$ cat config.mk
export PLATFORM = sky130hd
export DESIGN_NAME = random_sample_fifo
export DESIGN_NICKNAME = d
export VERILOG_FILES = /design/src/rtl/random_sample_fifo.sv
export SDC_FILE = /design/constraint.sdc
export NUM_CORES = 1
export LEC_CHECK = 0
export CAP_MARGIN = 20
export CORE_MARGIN = 8
export CORE_UTILIZATION = 43
export DETAILED_ROUTE_END_ITERATION = 8
export PLACE_DENSITY_LB_ADDON = 0.2
export SYNTH_ARGS = -nofsm -noshare
export SYNTH_HDL_FRONTEND = slang
export SYNTH_SLANG_ARGS = --single-unit
export TNS_END_PERCENT = 1
$ cat constraint.sdc
create_clock -name clk -period 2.9 [get_ports clk]
set_clock_uncertainty 0.2 [all_clocks]
set_input_delay 0.435 -clock clk [delete_from_list [all_inputs] [get_ports clk]]
set_output_delay 0.435 -clock clk [all_outputs]
set_load 0.1 [all_outputs]
$ cat src/rtl/random_sample_fifo.sv
// ============================================================================
//  Module   : random_sample_fifo
//  Purpose  : First-word-fall-through sample FIFO between the free-running
//             range-filtered LFSR generator and an intermittent consumer.
//             Optional drop counter: RANDOM_SAMPLE_FIFO_DROP_COUNT_EN.
//  Revision : 1.0 - initial release
// ============================================================================
`default_nettype none

module random_sample_fifo #(
  parameter int DATA_W = 8,
  parameter int DEPTH  = 16,
  parameter int ADDR_W = 4,
  parameter int DROP_W = 16
) (
  input  logic              clk,
  input  logic              rst,
  input  logic [DATA_W-1:0] in_data,
  input  logic              in_valid,
  input  logic              capture_en,
  output logic [DATA_W-1:0] out_data,
  output logic              out_valid,
  input  logic              out_ready,
  output logic [ADDR_W:0]   count,
  output logic              full,
  output logic              empty
`ifdef RANDOM_SAMPLE_FIFO_DROP_COUNT_EN
  ,
  output logic [DROP_W-1:0] drop_cnt
`endif
);

  localparam logic [ADDR_W:0]   c_depth    = (ADDR_W+1)'(DEPTH);
  localparam logic [ADDR_W:0]   c_cnt_one  = (ADDR_W+1)'(1);
  localparam logic [ADDR_W-1:0] c_ptr_one  = ADDR_W'(1);

  if ((DEPTH < 2) || (DEPTH != (1 << ADDR_W)) || (DROP_W < 1)) begin : g_param_check
    $error("random_sample_fifo: DEPTH must be 2**ADDR_W (>=2) and DROP_W >= 1");
  end

  logic [DATA_W-1:0] r_mem [DEPTH];
  logic [ADDR_W-1:0] r_wr_ptr;
  logic [ADDR_W-1:0] r_rd_ptr;
  logic [ADDR_W:0]   r_count;
  logic              r_full;
  logic              r_empty;
  logic              r_out_valid;

  logic              w_pop;
  logic              w_push;
  logic [ADDR_W:0]   w_count_nxt;

  // A full FIFO still accepts a sample when the head leaves in the same cycle.
  assign w_pop  = r_out_valid & out_ready;
  assign w_push = in_valid & capture_en & (~r_full | w_pop);

  always_comb begin
    w_count_nxt = r_count;
    if (w_push && !w_pop) begin
      w_count_nxt = r_count + c_cnt_one;
    end else if (w_pop && !w_push) begin
      w_count_nxt = r_count - c_cnt_one;
    end
  end

  always_ff @(posedge clk or negedge rst) begin
    if (!rst) begin
      r_wr_ptr    <= '0;
      r_rd_ptr    <= '0;
      r_count     <= '0;
      r_full      <= 1'b0;
      r_empty     <= 1'b1;
      r_out_valid <= 1'b0;
    end else begin
      if (w_push) begin
        r_wr_ptr <= r_wr_ptr + c_ptr_one;
      end
      if (w_pop) begin
        r_rd_ptr <= r_rd_ptr + c_ptr_one;
      end
      r_count     <= w_count_nxt;
      r_full      <= (w_count_nxt == c_depth);
      r_empty     <= (w_count_nxt == '0);
      r_out_valid <= (w_count_nxt != '0);
    end
  end

  // Storage is deliberately left unreset; validity is tracked by the count.
  always_ff @(posedge clk) begin
    if (w_push) begin
      r_mem[r_wr_ptr] <= in_data;
    end
  end

  assign out_data  = r_out_valid ? r_mem[r_rd_ptr] : '0;
  assign out_valid = r_out_valid;
  assign count     = r_count;
  assign full      = r_full;
  assign empty     = r_empty;

`ifdef RANDOM_SAMPLE_FIFO_DROP_COUNT_EN
  localparam logic [DROP_W-1:0] c_drop_max = '1;
  localparam logic [DROP_W-1:0] c_drop_one = DROP_W'(1);

  logic [DROP_W-1:0] r_drop_cnt;
  logic              w_drop;

  assign w_drop = in_valid & capture_en & r_full & ~w_pop;

  always_ff @(posedge clk or negedge rst) begin
    if (!rst) begin
      r_drop_cnt <= '0;
    end else if (w_drop && (r_drop_cnt != c_drop_max)) begin
      r_drop_cnt <= r_drop_cnt + c_drop_one;
    end
  end

  assign drop_cnt = r_drop_cnt;
`endif

endmodule

`default_nettype wire
Word-level counts from Yosys, hierarchy flattened
Memories as Yosys holds them, arrays and structs flattened.
Index checks and enable logic that the tools add are counted.
- flip-flop bits (word level): 16
- memory bits (writable): 128
- output and inout bits: 16
- logic and storage cells: 28
- memories kept: 1
- memories (memory ; depth ; bits a word ; rd ports ; clocked after memory_dff ; wr ports ; RTL line ; source):
    r_mem ; 16 ; 8 ; 1 ; 0 ; 1 ; 41 ; logic [DATA_W-1:0] r_mem [DEPTH];
- add/sub/neg operators: 4
- equality and inequality tests: 1
- multiplexer cells: 5
- bitwise operators: 5
- reductions and logical operators: 6
- operators by type and width (cell ; count):
    $mux 5 ; 2
    $add 4x1->4 const B ; 2
    $mux 8 ; 1
    $add 5x1->5 const B ; 1
    $eq 5x5->1 const B ; 1
    $logic_not 5->1 ; 1
    $reduce_bool 5->1 ; 1
    $sub 5x1->5 const B ; 1
    $and 1x1->1 ; 3
    $logic_and 1x1->1 ; 2
    $logic_not 1->1 ; 2
    $mux 1 ; 2
    $not 1->1 ; 1
    $or 1x1->1 ; 1

Depth between registers and ports, before layout
- depth after elaboration: 8
- depth in mapped cells: 7
- mapped depth without buffers: 7

Worst setup path after synthesis
OpenSTA, ideal clock, no wires.
- path kind: register -> output
- start point: register r_out_valid, in the netlist out_valid
- end point: output out_data[6]
- arrival time: 2.822 ns
- data required time: 2.265 ns
- setup slack: -0.557 ns
- stages on the path, launching flop included: 3
- path through: dfrtp_1 nand2_1 o22ai_1
- longest elaborated chain between the ends: 1
- RTL lines (item ; RTL line ; source):
    start, declared ; 47 ; logic r_out_valid;
    start signal, assigned ; 84 ; r_out_valid <= (w_count_nxt != '0);
    $mux 8 ; 95 ; assign out_data = r_out_valid ? r_mem[r_rd_ptr] : '0;
    end, declared ; 21 ; output logic [DATA_W-1:0] out_data,
No other way between the ends.

Worst setup path in the final report
- start point: register r_rd_ptr[0]
- end point: output out_data[7]
- longest elaborated chain between the ends: 2
- RTL lines (item ; RTL line ; source):
    start, declared ; 43 ; logic [ADDR_W-1:0] r_rd_ptr;
    start signal, assigned ; 79 ; r_rd_ptr <= r_rd_ptr + c_ptr_one;
    $mem_v2 16x8 ; n/a ;
    $mux 8 ; 95 ;
No other way between the ends.

==> summary by stage <==
Drt
The average wire per cell in the routed design is 21.0 um. The number of DRC markers in iteration 0 is 218. The detail route stage leaves a number of antenna-violating nets equal to 0. The first-pass iteration count of the detailed router is 4. The wire length after detailed routing is 11200 um. Detailed routing inserted a total of 2806 vias.

The mean number of vias per cell is 5.25. The DRC violation count after routing is 0.

Global route
The global-route wire length before repair is 17600 um. For this run the aggregate overflow at the end of global routing stands at 0. Global routing used 13.6% of the available tracks. The number of global-route vias before repair came to 3013. The largest net degree at the start of global routing is 20.

The number of antenna violations at the first check in global routing is 0.

Clock tree
Hold repair after CTS inserted 0 buffers. The number of sinks handled by clock tree synthesis is 144. The clock tree from TritonCTS is done. The tree is rooted in a clkbuf_16. In this run, CTS created clock tree buffers numbering 17. In this run the number of H-tree levels came out at 4. The clock reaches the later pin of the worst-skew pair after 0.41 ns. The number of buffers between clock root and the deepest sink is 2. The clock transition at the registers of the reported paths is 0.06 ns.

STA
The number of failing setup endpoints in the final timing report is 0. Derived from the worst setup path, the maximum achievable clock frequency is 350 MHz. Setup repair after global routing could not meet its margin everywhere. The final critical path takes up 98.4% of the cycle. The setup TNS after final layout is 0 ns.

The final-report max-slew violation count is 0. Counting I/O delays and the setup requirement, the final critical path takes 2.85 ns. At the pin with the least slew margin, the transition time is 0.732 ns. The hold violation count in the final report is 0. The remaining max-slew budget at the tightest pin is 51.1%.

Cells and area
The number of antenna diodes in the final layout is 0. After the flow finishes, the layout carries non-filler instances totaling 534. The net count of the finished layout is 365. After filler insertion, the fill cell instance count of the layout stands at 1018. The area growth from synthesis to final layout is 24.5%.

The ratio of cells with drive above 1 in the final layout is 31.0%.

Power and ir drop
The net switching component of the power is 3.22 mW. In this run the power density over the cells is 1220 nW/um^2. The worst-case IR drop observed on VDD is 0.551 mV. Internal power comes to 5.56 mW.

The share of total power consumed by net switching is 36.7%. The clock network accounts for 27.6% of the total power. The total power is 8.77 mW. The share of total power dissipated in combinational logic is 42.1%.

For this design the static power due to leakage is 2.49 nW. The relative contribution of sequential cells to total power is 30.3%.

Synthesis
Counting flops with a built-in enable in the synthesized netlist gives 128. After synthesis, flip-flops and latches occupy 73.2% of the total area. The share of flip-flops with an asynchronous set or reset after synthesis is 11.1%. Among all flip-flop cells after synthesis, the most frequent one is edfxtp_1. Counting every net in the synthesized netlist gives 314. The library cell occupying the most area in the post-synthesis netlist is edfxtp_1.

The share of the synthesized area in the top cell type is 66.3%. The count of synthesis-stage warnings from yosys is 0. The number of cells produced by synthesis is 294. Yosys mapped the design onto 38 distinct sky130hd cell types. The average instance area after synthesis is 19.7 um^2. In this run, synthesis produced a sequential element count of 144.

The post-synthesis instance area is 5800 um^2. Sorting the synthesized cells by area gives the leading types as edfxtp_1 66%, mux4_2 12%, dfrtp_1 6.5%.

Floorplanning
During I/O placement, the number of pins put on the boundary was 29. The total core area is 13200 um^2. Once the floorplan was initialized, standard cells occupied 43.9% of the core.

The floorplan row count is 42. The die boundary height is 132 um. The die covers 17500 um^2. The die is 132 um wide.

Placed design
Input and output buffers added on the ports amount to 28. The placer congestion estimate is 0.781. The cell total after placement is 498. Once detailed placement completed, the half-perimeter wirelength came to 7460 um.

Setup path
The data required time of the worst path is 2.27 ns. On the worst path, the slowest cell contributes a delay of 0.52 ns. The startpoint kind of the worst setup timing path is a flop. The category of the most critical setup path is flop to primary output. The critical path data arrival time is 2.22 ns. The cell family contributing the most delay on the critical path is multiplexers. The standard cell with the maximum stage delay on the critical path is mux4_2.

The capturing element type of the critical path is a primary output. The maximum net fanout on the critical path is 4. Walking the worst path, the cells encountered are buf_4 > mux4_2 > mux2_2 > o211a_1 > buf_12. The number of buffer and inverter instances along the worst setup path is 2.

Outcome
The flow ran to the end, and the final reports show no timing, DRC or antenna violations.

Worst hold path
The type of the worst min-delay path is primary input to asynchronous set/reset pin.

Run
Max-cap violations in this run came to 0.
power by group through the flow:
stage          sequential (mW)  combinational, mW  clock (mW)
3_5_place_dp              2.74               3.49           0
6_report                  2.66               3.69        2.42
3_3_place_gp              2.73               3.47           0
4_1_cts                   2.65               3.65        2.45
5_1_grt                   2.68               3.87        2.54
2_1_floorplan             2.92               2.14           0
metrics by stage:
step                hold WS, ns  util (%)  instance area, um^2  worst slack [ns]
floorplan               -0.0606         -                 5800            -0.557
global placement          0.351      48.9                 6450             0.181
detailed placement        0.350      48.9                 6450             0.139
CTS                       0.272      54.4                 7180           0.00209
global route              0.313      54.7                 7220           -0.0156
finish                    0.264      54.7                 7220            0.0464
what timing repair did:
| item | in CTS | in global routing |
|---|---|---|
| setup buffers | 4 | 0 |
| pin swaps | 0 | 0 |
| endpoints found under the setup margin | 8 | 8 |
| resized for setup | 4 | 9 |
final cells by class:
cell class	instances	area, um^2	share of cell area (%)
clock inverter	14	236	3.28
inverter	5	18.8	0.260
clock buffer	18	429	5.95
tap	176	220	3.05
sequential	144	4250	58.9
timing repair buffer	46	563	7.80
multi-input combinational	131	1500	20.8
layer usage:
metal | up-vias | share of wire [%] | GRT usage, %
met5 | - | 0 | 0
met4 | 0 | 1.4 | 5.87
met3 | 13 | 3.2 | 3.47
met2 | 53 | 48 | 20.6
met1 | 1448 | 47 | 18.3
li1 | 1292 | - | -
cells by family (layout without fill, tap and decap cells):
family	after synthesis	count (layout)	share of synthesized area [%]
flip-flops	144	144	73.2
multiplexers	48	48	15.2
AND/OR/NAND/NOR	47	47	4.86
AO/OA/AOI/OAI	19	19	2.18
buffers and inverters	19	83	1.49
XOR/XNOR	10	10	1.51
adder cells (fa/ha/maj)	7	7	1.51
state kept, by name, summed over array words and instances (netlist names):
name       cells
r_mem        128
count          5
r_rd_ptr       4
r_wr_ptr       4
empty          1
full           1
out_valid      1
worst paths after layout:
kind	slack, ns	startpoint	cells after the start	endpoint
worst max-delay path	0.05	r_rd_ptr[0]$_DFFE_PN0P_	5	out_data[7]
worst min-delay path	0.26	rst	1	r_wr_ptr[0]$_DFFE_PN0P_
worst max register to register	0.58	out_valid$_DFF_PN0_	5	r_mem[3][7]$_DFFE_PP_
worst min register to register	0.37	count[4]$_DFF_PN0_	2	count[4]$_DFF_PN0_
max in group asynchronous	1.70	rst	1	r_rd_ptr[0]$_DFFE_PN0P_
min in group clk	0.37	count[4]$_DFF_PN0_	2	count[4]$_DFF_PN0_
Yosys cell counts (2+ instances only):
master    count
edfxtp_1    128
mux4_2       32
dfrtp_1      15
mux2i_1      15
and2_1       12
nand2_1      12
clkbuf_1      8
o22ai_1       8
xnor2_1       8
ha_1          7
a21oi_1       5
inv_1         5
and4_1        4
buf_2         3
nor2_1        3
nor4_1        3
nand3_1       2
nand4_1       2
or3_1         2
xor2_1        2
layout by cell type (no fill, tap or decap), types with 3 or more instances in the layout:
master and n:
nor2_1 3, mux2i_2 6, clkinv_4 3, and4_1 4, mux2i_1 9, buf_12 15, clkbuf_16 17, buf_4 19
and2_1 12, edfxtp_1 128, nor4_1 3, xnor2_1 8, clkdlybuf4s50_1 12, nand2_1 12, ha_1 7, inv_1 5
o22ai_1 6, bufinv_16 6, a21oi_1 5, dfrtp_1 14, mux4_2 32
worst reg2reg max path, delay by kind of cell, from the launching register on:
kind	cells	cell delay (ns)
AND/OR/NAND/NOR	3	0.95
flip-flops	1	0.45
AO/OA/AOI/OAI	1	0.19
buffers and inverters	1	0.19
Power figures use the tool's default switching activity.
